### src/rtl/instr_fetch_unit_pkg.sv
// Shared definitions for the instruction fetch unit: FSM state encoding,
// reset PC, sequential PC step and fetch-timeout limit.
package instr_fetch_unit_pkg;

    typedef enum logic [1:0] {
        ST_REQ   = 2'b00,
        ST_VALID = 2'b01,
        ST_HALT  = 2'b10
    } fetch_state_e;

    localparam logic [31:0] RESET_PC    = 32'h0000_0000;
    localparam logic [31:0] PC_STEP     = 32'd4;
    localparam logic [7:0]  TIMEOUT_MAX = 8'd255;

    // Force a byte address onto a 32-bit instruction boundary.
    function automatic logic [31:0] align_word(input logic [31:0] addr);
        return addr & 32'hFFFF_FFFC;
    endfunction

endpackage

### src/rtl/instr_fetch_unit_pc_register.sv
// Program counter register: 32-bit, async active-low reset to RESET_PC,
// loads pc_next when load_en is high, otherwise holds.
module pc_register
    import instr_fetch_unit_pkg::*;
(
    input  logic        clk,
    input  logic        reset_n,
    input  logic        load_en,
    input  logic [31:0] pc_next,
    output logic [31:0] pc
);

    logic [31:0] pc_d;
    logic [31:0] pc_q;

    // Select between holding the current PC and loading the next one.
    always_comb begin
        pc_d = pc_q;
        if (load_en) begin
            pc_d = pc_next;
        end else begin
            pc_d = pc_q;
        end
    end

    // PC state register.
    always_ff @(posedge clk or negedge reset_n) begin
        if (!reset_n) begin
            pc_q <= RESET_PC;
        end else begin
            pc_q <= pc_d;
        end
    end

    assign pc = pc_q;

endmodule

### src/rtl/instr_fetch_unit.sv
// Instruction fetch unit: single-outstanding-request fetch FSM (REQ, VALID,
// HALT) holding one instruction for decode until it is accepted.
// Optional build macro FETCH_TIMEOUT_EN adds an 8-bit wait counter that
// halts fetch with fetch_err when memory never answers.
module instr_fetch_unit
    import instr_fetch_unit_pkg::*;
(
    input  logic        clk,
    input  logic        reset_n,
    output logic        imem_req,
    output logic [31:0] imem_addr,
    input  logic        imem_ready,
    input  logic [31:0] imem_rdata,
    output logic        inst_valid,
    output logic [31:0] inst,
    output logic [31:0] inst_pc,
    output logic [6:0]  part_of_inst,
    input  logic        inst_accept,
    input  logic        redirect,
    input  logic [31:0] redirect_target,
    input  logic        halt,
    output logic        halted,
    output logic        fetch_err
);

    fetch_state_e state_d, state_q;
    logic [31:0]  inst_d, inst_q;
    logic [31:0]  inst_pc_d, inst_pc_q;
    logic         imem_req_d, imem_req_q;
    logic         inst_valid_d, inst_valid_q;
    logic         halted_d, halted_q;
    logic [6:0]   part_d, part_q;
    logic         pc_load_s;
    logic [31:0]  pc_next_s;
    logic [31:0]  pc_s;
`ifdef FETCH_TIMEOUT_EN
    logic [7:0]   cnt_d, cnt_q;
    logic         fetch_err_d, fetch_err_q;
`endif

    pc_register u_pc_register (
        .clk     (clk),
        .reset_n (reset_n),
        .load_en (pc_load_s),
        .pc_next (pc_next_s),
        .pc      (pc_s)
    );

    // Fetch FSM next-state, capture and PC-update logic; the registered
    // outputs are decoded from the next state so they change with it.
    always_comb begin
        state_d   = state_q;
        inst_d    = inst_q;
        inst_pc_d = inst_pc_q;
        pc_load_s = 1'b0;
        pc_next_s = pc_s;
`ifdef FETCH_TIMEOUT_EN
        cnt_d       = cnt_q;
        fetch_err_d = fetch_err_q;
`endif
        case (state_q)
            ST_REQ: begin
                // imem_req_q is low only in the partial cycle right after
                // reset release; a response there is not ours.
                if (imem_req_q && imem_ready) begin
                    state_d   = ST_VALID;
                    inst_d    = imem_rdata;
                    inst_pc_d = pc_s;
                end else if (imem_req_q) begin
`ifdef FETCH_TIMEOUT_EN
                    cnt_d = (cnt_q == TIMEOUT_MAX) ? cnt_q : cnt_q + 8'd1;
                    if (cnt_d == TIMEOUT_MAX) begin
                        state_d     = ST_HALT;
                        fetch_err_d = 1'b1;
                    end else begin
                        state_d = ST_REQ;
                    end
`else
                    state_d = ST_REQ;
`endif
                end else begin
                    state_d = ST_REQ;
                end
            end
            ST_VALID: begin
                if (inst_accept) begin
                    if (halt) begin
                        // Halt has priority over redirect; PC stays put.
                        state_d = ST_HALT;
                    end else if (redirect) begin
                        state_d   = ST_REQ;
                        pc_load_s = 1'b1;
                        pc_next_s = align_word(redirect_target);
                    end else begin
                        state_d   = ST_REQ;
                        pc_load_s = 1'b1;
                        pc_next_s = inst_pc_q + PC_STEP;
                    end
`ifdef FETCH_TIMEOUT_EN
                    cnt_d = 8'd0;
`endif
                end else begin
                    state_d = ST_VALID;
                end
            end
            ST_HALT: begin
                state_d = ST_HALT;
            end
            default: begin
                state_d = ST_HALT;
            end
        endcase
        imem_req_d   = (state_d == ST_REQ);
        inst_valid_d = (state_d == ST_VALID);
        halted_d     = (state_d == ST_HALT);
        part_d       = inst_valid_d ? inst_d[6:0] : 7'b000_0000;
    end

    // FSM state and registered outputs.
    always_ff @(posedge clk or negedge reset_n) begin
        if (!reset_n) begin
            state_q      <= ST_REQ;
            inst_q       <= 32'h0000_0000;
            inst_pc_q    <= 32'h0000_0000;
            imem_req_q   <= 1'b0;
            inst_valid_q <= 1'b0;
            halted_q     <= 1'b0;
            part_q       <= 7'b000_0000;
        end else begin
            state_q      <= state_d;
            inst_q       <= inst_d;
            inst_pc_q    <= inst_pc_d;
            imem_req_q   <= imem_req_d;
            inst_valid_q <= inst_valid_d;
            halted_q     <= halted_d;
            part_q       <= part_d;
        end
    end

`ifdef FETCH_TIMEOUT_EN
    // Memory wait counter and sticky timeout flag.
    always_ff @(posedge clk or negedge reset_n) begin
        if (!reset_n) begin
            cnt_q       <= 8'd0;
            fetch_err_q <= 1'b0;
        end else begin
            cnt_q       <= cnt_d;
            fetch_err_q <= fetch_err_d;
        end
    end

    assign fetch_err = fetch_err_q;
`else
    assign fetch_err = 1'b0;
`endif

    assign imem_req     = imem_req_q;
    assign imem_addr    = pc_s;
    assign inst_valid   = inst_valid_q;
    assign inst         = inst_q;
    assign inst_pc      = inst_pc_q;
    assign part_of_inst = part_q;
    assign halted       = halted_q;

endmodule

### config.mk
export PLATFORM = sky130hd
export DESIGN_NAME = instr_fetch_unit
export DESIGN_NICKNAME = d
export VERILOG_FILES = /design/src/rtl/instr_fetch_unit_pkg.sv /design/src/rtl/instr_fetch_unit_pc_register.sv /design/src/rtl/instr_fetch_unit.sv
export SDC_FILE = /design/constraint.sdc
export NUM_CORES = 1
export LEC_CHECK = 0
export ABC_AREA = 1
export BUFFER_PORTS_ARGS = -buffer_cell sky130_fd_sc_hd__buf_4
export CAP_MARGIN = 10
export CORE_MARGIN = 1
export CORE_UTILIZATION = 52
export CTS_BUF_LIST = sky130_fd_sc_hd__clkbuf_8
export CTS_CLUSTER_SIZE = 30
export DETAILED_ROUTE_END_ITERATION = 16
export GPL_TIMING_DRIVEN = 0
export PLACE_DENSITY_LB_ADDON = 0.15
export REMOVE_ABC_BUFFERS = 1
export SLEW_MARGIN = 10
export SYNTH_ARGS = -nofsm -noshare
export SYNTH_HDL_FRONTEND = slang
export SYNTH_SLANG_ARGS = --single-unit
### constraint.sdc
create_clock -name clk -period 2.2 [get_ports clk]
set_clock_uncertainty 0.15 [all_clocks]
set_input_delay 0.44 -clock clk [delete_from_list [all_inputs] [get_ports clk]]
set_output_delay 0.44 -clock clk [all_outputs]
set_load 0.05 [all_outputs]
==> results of run 1 <==
-- state kept, by name (all words and copies together), names as in the netlist --
name	cells
u_pc_register.pc	32
part_of_inst	7
inst	32
inst_pc	32
halted	1
state_q	2
imem_req	1
inst_valid	1
-- power by group through the flow --
stage / Sequential [mW] / Clock, mW / Combinational (mW)
finish: 1.98 / 1.31 / 0.165
detailed placement: 2.02 / 0 / 0.169
global route: 1.98 / 1.41 / 0.184
CTS: 1.98 / 1.33 / 0.169
global placement: 2.02 / 0 / 0.164
floorplan: 2.02 / 0 / 0.0245
-- worst max-delay path, cell delays in order (launching register included) --
cell and delay (ns):
sky130_fd_sc_hd__dfrtp_1 0.41, sky130_fd_sc_hd__nand4_1 0.50, sky130_fd_sc_hd__clkinvlp_4 0.52, sky130_fd_sc_hd__o211ai_1 0.19, sky130_fd_sc_hd__o21ai_0 0.13
-- metrics by stage --
step	cells	utilization (%)	cell area, um^2	setup WS [ns]
floorplan	581	-	5000	-1.99
global placement	883	68.9	6460	-3.30
detailed placement	891	70.1	6570	-0.0811
CTS	907	72.4	6780	0.00731
global route	908	72.5	6790	-0.00689
finish	908	72.5	6790	0.174
-- layer usage --
| layer | track usage [%] | vias up |
|---|---|---|
| met1 | 33.0 | 2169 |
| li1 | - | 2262 |
| met4 | 7.02 | 0 |
| met2 | 44.0 | 161 |
| met3 | 9.25 | 18 |
| met5 | 0 | - |
-- cells in the mapped netlist, drive strengths merged --
master	count	area, um^2
a31oi	1	6.26
xnor2	3	26.3
a22oi	8	60.1
nand4	4	25.0
o211ai	1	7.51
clkinv	1	3.75
o21bai	1	7.51
nor3	1	5.00
a21oi	41	205
buf	18	91.3
inv	62	233
ha	1	12.5
dfrtp	108	2700
mux2	26	293
and2	1	6.26
clkbuf	6	22.5
conb	1	3.75
nand2	146	581
nand3b	1	7.51
nor2	100	438
nand3	38	190
xor2	1	8.76
o21ai	35	179
-- final timing paths --
kind | from | to | cells past startpoint
setup / recovery | state_q[0]$_DFF_PN0_ | u_pc_register.pc[2]$_DFFE_PN0P_ | 4
hold / removal | reset_n | inst_pc[6]$_DFFE_PN0P_ | 1
setup reg to reg | state_q[0]$_DFF_PN0_ | u_pc_register.pc[2]$_DFFE_PN0P_ | 4
hold reg to reg | state_q[1]$_DFF_PN0_ | halted$_DFF_PN0_ | 2
max in group asynchronous | reset_n | inst_pc[30]$_DFFE_PN0P_ | 1
min in group clk | inst_accept | inst_valid$_DFF_PN0_ | 2
-- repair_timing --
item,in CTS,in global routing
hold buffers,0,0
buffers inserted,0,1
endpoints found under the setup margin,0,18
gates resized for setup,0,1
-- cell type report --
type	instances	area share (%)
Clock buffer	10	2.03
Timing Repair Buffer	182	20.8
Sequential cell	108	39.8
Multi-Input combinational cell	410	30.4
Tap cell	129	2.38
Clock inverter	6	1.12
Inverter	63	3.55
-- kinds of logic after synthesis --
| group | after synthesis | synth area share [%] |
|---|---|---|
| multiplexers | 26 | 5.72 |
| XOR/XNOR | 4 | 0.685 |
| flip-flops | 108 | 52.8 |
| AND/OR/NAND/NOR | 291 | 24.5 |
| buffers and inverters | 87 | 6.85 |
| other | 1 | 0.0733 |
| AO/OA/AOI/OAI | 87 | 9.10 |
| adder cells (fa/ha/maj) | 1 | 0.245 |
==> implementation parameters, run 1 <==
Parameter                              Value

Route
  Starting DRT DRC Count    222
  Vias/cell    5.08
  Uppermost routed layer    met4
  WL per Instance    14.5 um
  Detailed route wirelength on metal3    between 1 and 1.5 mm
  Total DRC errors in the routed layout    0
  Met2 Wirelength    approximately 6.3 mm
  Routed length on met1    approximately 5.5 mm
  Number of antenna-violating nets in the routed design    0
  Total number of vias    roughly 4600
  Detailed-routing iteration count for the pre-antenna-repair pass    4
  Wirelength, routed    about 13 mm

Cells and area
  Count of filler cells inserted in the layout    around 750
  Count of antenna diodes in the layout    0
  Post-layout nets    ~850
  Register cell area after layout    roughly 0.0027 mm^2
  P&R area growth vs syn    32.8%
  Multi-input gate area    0.00206 mm^2
  Fraction of layout instances using a drive strength above 1    32.1%
  Commonest non-fill, non-tap cells in the layout    173 x sky130_fd_sc_hd__buf_4, 139 x sky130_fd_sc_hd__nand2_1, 108 x sky130_fd_sc_hd__dfrtp_1, 87 x sky130_fd_sc_hd__nor2_1, 58 x sky130_fd_sc_hd__inv_1
  Commonest non-fill, non-tap cell in the layout    sky130_fd_sc_hd__buf_4

Clocking
  Master cell of the clock root buffer    sky130_fd_sc_hd__clkbuf_8
  Clock tree buffer depth    2
  Clock transition at path regs    0.11 ns
  Max H-tree Level    3
  Clock net sink count    between 100 and 150
  TritonCTS buffer count    9
  Clock tree from TritonCTS    done
  Insertion delay of the later-clocked pin in the worst-skew pair    0.37 ns

Pwr
  Standby leakage power    approximately 3.8 nW
  Comb pwr share    about 4.8%
  Clock network fraction of design power    37.8%
  Power per Cell Area    just over 500 mW/mm^2
  Sw power    approximately 0.8 mW
  Pwr Total    3.46 mW
  Net switching fraction of the power    23.4%
  Highest ir drop seen on vdd    0.432 mV
  Power share of the sequential group    57.4%
  Internal power of the cells    around 2.6 mW

Setup path
  FF-to-FF setup slack    ~0.17 ns
  Largest driver fanout on the critical path    16
  Required time of the critical path    approximately 2.3 ns
  Crit path DAT    around 2.1 ns
  Critical path start-end classification    flip-flop to flip-flop
  Critical path endpoint category    flip-flop
  Worst setup SP type    flip-flop

Floorplan
  Row count    35
  DIE AREA    0.0102 mm^2
  Core Area    about 0.0094 mm^2
  Die W    around 100 um
  I/O pins    between 150 and 200
  Starting utilization of the core area    a little over half
  Vert. Die Dim    just over 100 um

Synth
  Netlist Area Pre-Place    about 0.0051 mm^2
  Fraction of the yosys area taken by sequential cells    52.8%
  Syn Area/Cell    8.45 um^2
  Number of instances in the synthesized netlist    between 600 and 700
  Flops & latches, synth    108
  Syn. warnings    0
  Synth cell types    32

Timing
  Crit path time final    a little over 2 ns
  Worst max-slew margin expressed relative to the limit    32.0%
  Total of endpoints with negative setup slack in the final report    0
  RSZ-0062 raised after global routing    true
  Least-Margin Pin Slew    about 1.0 ns
  Maximum frequency from static timing analysis    a little under 0.5 GHz
  Share of the clock period used by the worst path    a little over 90%
  Max Transition Viols Final    0
  Final Hold Violating Endpoints    6
  Setup total negative slack    0 ns
  Worst hold margin    -0.0261 ns

Run status
  Violations in the final reports    negative hold slack
  Status    complete, but fails checks

Global routing
  Global route overflow    0
  Vias in the first global route    about 4400
  Largest net degree at the start of global routing    about 110
  GR Util All Layers    about a quarter
  First-pass GRT wire length    approximately 21 mm
  Number of antenna violations at the first check in global routing    0

Placed design
  Routability Congestion    0.770
  Final HPWL from detailed placement    9.74 mm
  Count of input and output buffers    around 170

Hold path
  Worst hold path type    primary input to asynchronous set/reset pin

Run
  MaxCap Viol Count    0
No activity file was read; power rests on OpenSTA's default activity.
==> run 2, diff against run 1 <==
- PLACE_DENSITY_LB_ADDON: 0.15 -> 0.3
==> run 2 against run 1 <==
The flow now finishes without violations. Sequential power hardly changed. Count of clock-buffer cells in the layout is 1 lower. Die area stayed put. Fmax is 3.7% higher. Register-to-register slack better by 0.07 ns. Worst setup slack better by 0.073 ns. Routed wire length is 0.17% lower. Global-route usage is 0.19 points higher. First-iteration DRC count is 2.7% higher. Cell area is 0.55% lower.
==> implementation parameters, run 2 (synthesized netlist as in run 1, its figures left out) <==
Parameter                              Value

Floorplan
  I/O pins    177
  Starting utilization of the core area    between 50 and 60%
  Die W    101 um
  Vert. Die Dim    approximately 100 um
  Core Area    between 0.009 and 0.01 mm^2
  Row count    35
  DIE AREA    0.0102 mm^2

Setup path
  Top Family by Delay on Critical Path    buffers and inverters
  Highest-delay cell along the critical path    sky130_fd_sc_hd__dfrtp_1
  Required time of the critical path    between 2 and 2.5 ns
  Largest driver fanout on the critical path    21
  Cell seen most often among critical-path stages    sky130_fd_sc_hd__buf_8
  Critical path endpoint category    flip-flop
  CP cell instances    inv_2, nand4_1, buf_8, buf_8, inv_1, nand3_1, o21ai_0
  Critical path start-end classification    flip-flop to flip-flop
  Delay contributed by the slowest stage of the critical path    a little under 0.4 ns
  Worst setup SP type    flip-flop
  Critical path buffers and inverters    4
  Crit path DAT    around 2.1 ns

Cells and area
  Post-Layout Inst Area    between 0.006 and 0.007 mm^2
  Commonest non-fill, non-tap cells in the layout    176 x sky130_fd_sc_hd__buf_4, 139 x sky130_fd_sc_hd__nand2_1, 108 x sky130_fd_sc_hd__dfrtp_1, 87 x sky130_fd_sc_hd__nor2_1, 61 x sky130_fd_sc_hd__inv_1
  Count of placed standard cells in the final layout, fillers left out    910
  P&R area growth vs syn    32.1%
  Post-layout nets    roughly 850
  Count of antenna diodes in the layout    0
  Commonest non-fill, non-tap cell in the layout    sky130_fd_sc_hd__buf_4
  Fraction of layout instances using a drive strength above 1    31.9%

Run
  MaxCap Viol Count    0

Clocking
  Clock tree buffer depth    2
  TritonCTS buffer count    9
  Clock transition at path regs    between 0.1 and 0.15 ns
  Number of gates resized after cts    0
  Master cell of the clock root buffer    sky130_fd_sc_hd__clkbuf_8
  Clock net sink count    between 100 and 150
  Insertion delay of the later-clocked pin in the worst-skew pair    ~0.36 ns
  Clock tree from TritonCTS    done
  Max H-tree Level    3

Hold path
  Worst hold path type    primary input to asynchronous set/reset pin

Timing
  Share of the clock period used by the worst path    about nine tenths
  Max Transition Viols Final    0
  Final Hold Violating Endpoints    0
  Crit path time final    slightly below 2 ns
  Worst max-slew margin expressed relative to the limit    between 30% and 40%
  Maximum frequency from static timing analysis    between 0.5 and 0.6 GHz
  Total of endpoints with negative setup slack in the final report    0
  RSZ-0062 raised after global routing    false
  Least-Margin Pin Slew    a little under 1 ns

Global routing
  Number of antenna violations at the first check in global routing    0
  GRT met3 Usage    ~9%
  Met2 layer usage reported by global route    a little under half
  Largest net degree at the start of global routing    roughly 110
  Busiest layer in global routing    met2
  GR Util All Layers    about a quarter
  Global route overflow    0
  First-pass GRT wire length    between 20 and 25 mm
  Global routing met1 resource utilization    33.0%
  Vias in the first global route    4530

Placed design
  Count of input and output buffers    173
  Routability Congestion    about 0.8
  Cell count after placement    890
  Post-DP Area    0.00656 mm^2
  Final HPWL from detailed placement    roughly 9.6 mm

Route
  Number of antenna-violating nets in the routed design    0
  Starting DRT DRC Count    about 230
  Total number of vias    roughly 4700
  Vias/cell    5.15
  Detailed-routing iteration count for the pre-antenna-repair pass    5
  WL per Instance    approximately 14 um
  Wirelength, routed    ~13 mm
  Total DRC errors in the routed layout    0

Pwr
  Highest ir drop seen on vdd    0.355 mV
  Power per Cell Area    approximately 480 mW/mm^2
  Standby leakage power    approximately 3.8 nW

Run status
  Status    finished clean
run 2: cell types whose count changed in the layout (fill, tap and decap cells not counted), sizes merged:
cell,change
bufinv,-1
clkbuf,-1
buf,+2
clkinvlp,+1
clkinv,+1
run 2: cell type report:
class / instances / area (um^2)
fillers: 742 / 2620
flip-flops and latches: 108 / 2700
repair buffers: 184 / 1420
well taps: 129 / 161
multi-input cells: 410 / 2060
clock inverters: 7 / 45.0
clock buffers: 9 / 124
inverters: 63 / 238
run 2: through the flow:
stage	util, %	setup TNS, ns	power (mW)	setup WS (ns)	hold WS (ns)
2_1_floorplan	-	-140.24	2.05	-1.99	-0.00559
3_3_place_gp	68.9	-256.96	2.19	-3.29	0.318
3_5_place_dp	70.0	-4.03	2.19	-0.324	0.347
4_1_cts	72.1	0	3.27	0.268	0.0927
5_1_grt	72.1	0	3.37	0.125	0.133
6_report	72.1	0	3.25	0.246	0.0311
run 2: where the power goes:
group	leakage, nW	total (mW)	switching [mW]	internal [mW]
Clock	0.0882	1.10	0.688	0.410
Sequential	1.30	1.98	0	1.98
Combinational	2.40	0.166	0.0836	0.0821
run 2: timing repair:
action | CTS | global route
setup buffers | 4 | 0
hold buffers | 0 | 0
endpoints found under the setup margin | 23 | 0
run 2: final timing paths:
check,endpoint,cells past startpoint,slack (ns),from
worst max-delay path,u_pc_register.pc[0]$_DFFE_PN0P_,7,0.25,state_q[1]$_DFF_PN0_
worst min-delay path,u_pc_register.pc[5]$_DFFE_PN0P_,1,0.03,reset_n
worst max register to register,u_pc_register.pc[0]$_DFFE_PN0P_,7,0.25,state_q[1]$_DFF_PN0_
worst min register to register,u_pc_register.pc[28]$_DFFE_PN0P_,2,0.37,u_pc_register.pc[28]$_DFFE_PN0P_
max in group asynchronous,inst[7]$_DFFE_PN0P_,1,1.19,reset_n
min in group clk,state_q[0]$_DFF_PN0_,2,0.15,inst_accept
run 2: metal layers:
metal | part of all wire (%) | vias to the layer above
met5 | 0 | -
met4 | 0.79 | 0
met3 | 9.6 | 12
met2 | 49 | 192
met1 | 41 | 2221
li1 | - | 2266
